[config.mk]
export PLATFORM = sky130hd
export DESIGN_NAME = track_select
export DESIGN_NICKNAME = d
export VERILOG_FILES = /design/src/rtl/track_select.sv
export SDC_FILE = /design/constraint.sdc
export NUM_CORES = 1
export LEC_CHECK = 0
export ABC_AREA = 1
export CORE_AREA = 2 2 57 59
export CTS_CLUSTER_DIAMETER = 80
export CTS_CLUSTER_SIZE = 24
export DETAILED_ROUTE_END_ITERATION = 12
export DIE_AREA = 0 0 59 61
export GPL_TIMING_DRIVEN = 0
export PLACE_DENSITY_LB_ADDON = 0.1
export SLEW_MARGIN = 20
export SYNTH_ARGS = -nofsm -noshare
export SYNTH_HDL_FRONTEND = slang
export SYNTH_SLANG_ARGS = --single-unit
[constraint.sdc]
create_clock -name clk -period 1.2 [get_ports clk]
set_input_delay 0.18 -clock clk [delete_from_list [all_inputs] [get_ports clk]]
set_output_delay 0.18 -clock clk [all_outputs]
set_load 0.01 [all_outputs]
[src/rtl/track_select.sv]
// Front-panel track selector: debounces the NEXT/PREV buttons and issues one
// valid/ready command per press while tracking the current track index.
module track_select #(
   parameter int NUM_TRACKS   = 8,
   parameter int DEBOUNCE_CYC = 4,
   localparam int TW          = $clog2(NUM_TRACKS)
) (
   input  logic          clk,
   input  logic          RST,
   input  logic          next_n,
   input  logic          prev_n,
   input  logic          cmd_rdy,
   output logic          cmd_vld,
   output logic          cmd_op,
   output logic [TW-1:0] cmd_track,
   output logic [TW-1:0] track,
   output logic          drop
);

   localparam int            CW       = $clog2(DEBOUNCE_CYC);
   localparam logic [CW-1:0] CNT_LAST = CW'(DEBOUNCE_CYC - 1);
   localparam logic [TW-1:0] TRK_LAST = TW'(NUM_TRACKS - 1);

   typedef enum logic {
      IDLE = 1'b0,
      PEND = 1'b1
   } state_e;

   // Bit 0 carries NEXT, bit 1 carries PREV through the whole button pipeline.
   logic [1:0]    btn_raw;
   logic [1:0]    sync1_q;
   logic [1:0]    sync2_q;
   logic [1:0]    deb_q;
   logic [1:0]    deb_d;
   logic [1:0]    deb_dly_q;
   logic [1:0]    press;
   logic [CW-1:0] cnt_q [2];
   logic [CW-1:0] cnt_d [2];

   assign btn_raw = {prev_n, next_n};

   always_comb begin
      for (int unsigned i = 0; i < 2; i++) begin
         deb_d[i] = deb_q[i];
         cnt_d[i] = '0;
         if (sync2_q[i] != deb_q[i]) begin
            if (cnt_q[i] == CNT_LAST) begin
               deb_d[i] = sync2_q[i];
            end else begin
               cnt_d[i] = cnt_q[i] + 1'b1;
            end
         end
      end
   end

   always_ff @(posedge clk) begin
      if (RST) begin
         sync1_q   <= '1;
         sync2_q   <= '1;
         deb_q     <= '1;
         deb_dly_q <= '1;
         for (int unsigned i = 0; i < 2; i++) begin
            cnt_q[i] <= '0;
         end
      end else begin
         sync1_q   <= btn_raw;
         sync2_q   <= sync1_q;
         deb_q     <= deb_d;
         deb_dly_q <= deb_q;
         for (int unsigned i = 0; i < 2; i++) begin
            cnt_q[i] <= cnt_d[i];
         end
      end
   end

   // Press is taken from the registered level, so the FSM acts one edge after the fall.
   assign press = deb_dly_q & ~deb_q;

   state_e        state_q, state_d;
   logic          op_q, op_d;
   logic [TW-1:0] ct_q, ct_d;
   logic [TW-1:0] trk_q, trk_d;
   logic          drop_q, drop_d;
   logic [TW-1:0] trk_inc;
   logic [TW-1:0] trk_dec;

   assign trk_inc = (trk_q == TRK_LAST) ? '0 : trk_q + 1'b1;
   assign trk_dec = (trk_q == '0) ? TRK_LAST : trk_q - 1'b1;

   always_comb begin
      state_d = state_q;
      op_d    = op_q;
      ct_d    = ct_q;
      trk_d   = trk_q;
      drop_d  = 1'b0;
      case (state_q)
         IDLE: begin
            if (&press) begin
               drop_d = 1'b1;
            end else if (press[0]) begin
               state_d = PEND;
               op_d    = 1'b0;
               ct_d    = trk_inc;
            end else if (press[1]) begin
               state_d = PEND;
               op_d    = 1'b1;
               ct_d    = trk_dec;
            end
         end
         PEND: begin
            drop_d = |press;
            if (cmd_rdy) begin
               trk_d   = ct_q;
               state_d = IDLE;
            end
         end
         default: state_d = IDLE;
      endcase
   end

   always_ff @(posedge clk) begin
      if (RST) begin
         state_q <= IDLE;
         op_q    <= 1'b0;
         ct_q    <= '0;
         trk_q   <= '0;
         drop_q  <= 1'b0;
      end else begin
         state_q <= state_d;
         op_q    <= op_d;
         ct_q    <= ct_d;
         trk_q   <= trk_d;
         drop_q  <= drop_d;
      end
   end

   assign cmd_vld   = (state_q == PEND);
   assign cmd_op    = op_q;
   assign cmd_track = ct_q;
   assign track     = trk_q;
   assign drop      = drop_q;

endmodule

==> results of run 1 <==
power by group through the flow:
stage	Combinational (µW)	Clock, µW	Sequential (µW)
floorplan	21.0	0	724
global placement	40.4	0	725
detailed placement	41.1	0	725
CTS	42.0	364	707
global route	47.8	392	708
finish	41.1	341	707
cell families (layout without fill, tap and decap cells):
logic type / Yosys count / after routing / synth area share
fa+ha+maj: 8 / 8 / 0.115
simple gates: 39 / 39 / 0.196
buf+inv: 21 / 45 / 0.0922
flops: 21 / 21 / 0.484
compound gates: 19 / 19 / 0.112
cells in the mapped netlist:
| master | count |
|---|---|
| a211oi_1 | 1 |
| a21oi_1 | 10 |
| buf_2 | 1 |
| dfxtp_1 | 21 |
| ha_1 | 8 |
| inv_1 | 18 |
| inv_2 | 2 |
| nand2_1 | 16 |
| nand2_2 | 2 |
| nand3_1 | 2 |
| nor2_1 | 12 |
| nor2_2 | 2 |
| nor3_1 | 1 |
| o21ai_0 | 8 |
| or2_2 | 4 |
metal layers:
| layer | global-route usage | vias up | part of all wire |
|---|---|---|---|
| li1 | - | 386 | - |
| met1 | 0.119 | 319 | 0.47 |
| met2 | 0.181 | 10 | 0.48 |
| met3 | 0.0192 | 2 | 0.032 |
| met4 | 0.0714 | 0 | 0.013 |
| met5 | 0 | - | 0 |
sequential cells by signal (all words and copies together), names as in the netlist:
| register | cells |
|---|---|
| cmd_op | 1 |
| cmd_track | 3 |
| cmd_vld | 1 |
| cnt_q | 4 |
| deb_dly_q | 2 |
| deb_q | 2 |
| drop | 1 |
| sync1_q | 2 |
| sync2_q | 2 |
| track | 3 |
worst max path at each step:
stage                        end  slack (ps)  cells after the start
floorplan           cmd_track[2]          10                     10
global placement          cmd_op        -100                      8
detailed placement        cmd_op        -160                      8
CTS                 cmd_track[2]           4                      8
global route        cmd_track[1]         -90                     10
finish              cmd_track[2]          -2                      8
layout make-up:
cell class,count,area share
Buffer,1,0.00421
Clock buffer,3,0.0189
Clock inverter,1,0.00421
Inverter,20,0.0653
Multi-Input combinational cell,66,0.364
Sequential cell,21,0.364
Tap cell,33,0.0347
Timing Repair Buffer,20,0.144
per-stage QoR:
step | cells | hold WS, ps
after floorplan | 108 | 274
after global placement | 154 | 393
after detailed placement | 154 | 399
after CTS | 164 | 414
after global routing | 165 | 434
final | 165 | 424
critical path: stages, from the launching register on:
cell     delay (ps)
dfxtp_2         360
inv_1            80
ha_4            160
ha_1            260
inv_1            40
nand2_2          60
nand3_2          70
nand2_1          50
inv_1            30
repair_timing:
| item | 4_1_cts | 5_1_grt |
|---|---|---|
| endpoints found under the hold margin | 0 | 0 |
| pin swaps | 6 | 3 |
| setup endpoints to repair | 13 | 6 |
| resized for setup | 24 | 11 |
| buffers inserted | 6 | 1 |
==> impl_metrics.env, run 1 <==
export IMPL_status="complete, but fails checks"
export IMPL_violations="negative setup slack"
export IMPL_power_density_nw_per_um2=916
export IMPL_synth_top_area_share=0.484
export IMPL_place_congestion=0.738
export IMPL_p_leak_uw=0.000583
export IMPL_syn_num_nets=121
export IMPL_yosysTopAreaCell="dfxtp_1"
export IMPL_port_buffers=13
export IMPL_synth_seq_cells=21
export IMPL_dp_slack_ps=-163
export IMPL_cts_sinks=21
export IMPL_multi_input_area_um2=433
export IMPL_clkPwrFrac=0.313
export IMPL_synth_area_um2=868
export IMPL_intPower_uw=850
export IMPL_cts_htree_levels=1
export IMPL_final_cell_mix="inv_1, nand2_1, dfxtp_1"
export IMPL_drv_slew=0
export IMPL_finalClockSkew_ps=2.84
export IMPL_fp_dieW_um=59
export IMPL_die_h_um=61
export IMPL_grt_max_degree=13
export IMPL_routed_wirelength_mm=1.62
export IMPL_critPathLaunchType="register"
export IMPL_worstPathMaxFanout=3
export IMPL_core_um2=2950
export IMPL_antenna_found_initial=0
export IMPL_grt_pass1_vias=702
export IMPL_synth_area_leaders="dfxtp_1, ha_1, inv_1, nand2_1, a21oi_1"
export IMPL_start_util=0.294
export IMPL_holdCritStartpoint="sync1_q[1]"
export IMPL_reg2reg_from="track[1]"
export IMPL_p_seq_frac=0.649
export IMPL_area_growth_syn_to_layout_pct=36.9
export IMPL_route_detailed_drc=0
export IMPL_cap_viol_max_count=0
export IMPL_cp_arrival_ps=1420
export IMPL_ios=14
export IMPL_layout_area_seq_um2=433
export IMPL_cts_made_buffers=3
export IMPL_dp_hpwl_mm=1.14
export IMPL_slew_headroom=0.821
export IMPL_finalSetupViolCount=3
export IMPL_timing_final_crit_share=1.00
export IMPL_yosysSeqAreaShare=0.484
export IMPL_final_common_cell="inv_1"
export IMPL_antenna_cells=0
export IMPL_rsz0062_at_grt="true"
export IMPL_reg2reg_depth=8
export IMPL_p_sw_uw=239
export IMPL_cts_tree="built"
export IMPL_critical_path_startpoint="track[1]"
export IMPL_total_power_uw=1090
export IMPL_ant_nets=0
export IMPL_worst_pin_slew_ps=268
export IMPL_ctsLongestPathBuffers=2
export IMPL_p_sw_frac=0.220
export IMPL_syn_inst=108
export IMPL_initialDrtViolationCount=7
export IMPL_avgSynthCellArea_um2=8.04
export IMPL_critPathKind="register to register"
export IMPL_vdd_ir_drop_worst_uv=591
export IMPL_worstReg2RegEnd="cmd_track[2]"
export IMPL_hold_violations=0
export IMPL_overflow=0
export IMPL_ys_types=15
export IMPL_place_area_um2=1040
export IMPL_final_util=0.403
export IMPL_end_kind="register"
export IMPL_finalWorstSetupSlack_ps=-1.70
export IMPL_insertion_delay_ps=300
export IMPL_holdPathEnd="sync2_q[1]"
export IMPL_cts_root_buf="clkbuf_4"
export IMPL_drive_above_1_share=0.311
export IMPL_grt_first_pass_wirelength_mm=2.82
export IMPL_num_rows=20
export IMPL_fillers=304
export IMPL_num_vias=717
export IMPL_ys_warn_count=0
export IMPL_min_period_ps=1200
export IMPL_drt_pass1_iterations=2
export IMPL_wire_per_inst_um=9.79
export IMPL_r2r_slack_ps=-2
export IMPL_die_area_um2=3600
export IMPL_design_area_um2=1190
export IMPL_clk_pin_slew_ps=120
export IMPL_pwr_share_comb=0.038
export IMPL_ctsHoldBuffers=0
export IMPL_fmax_ghz=0.832
export IMPL_final_nets=146
export IMPL_viasPerCell=4.35
export IMPL_worstHoldPathCells=1
export IMPL_min_path_type="register to register"
export IMPL_timing_setup_tns_ps=-3.96
export IMPL_cp_required_ps=1410
export IMPL_grt_usage=0.105
Power figures use the tool's default switching activity.
==> run 2: changes to the inputs <==
- CAP_MARGIN: unset -> 20
==> results of run 2 <==
The final DEF is identical to that of run 1; final timing and power are the same.
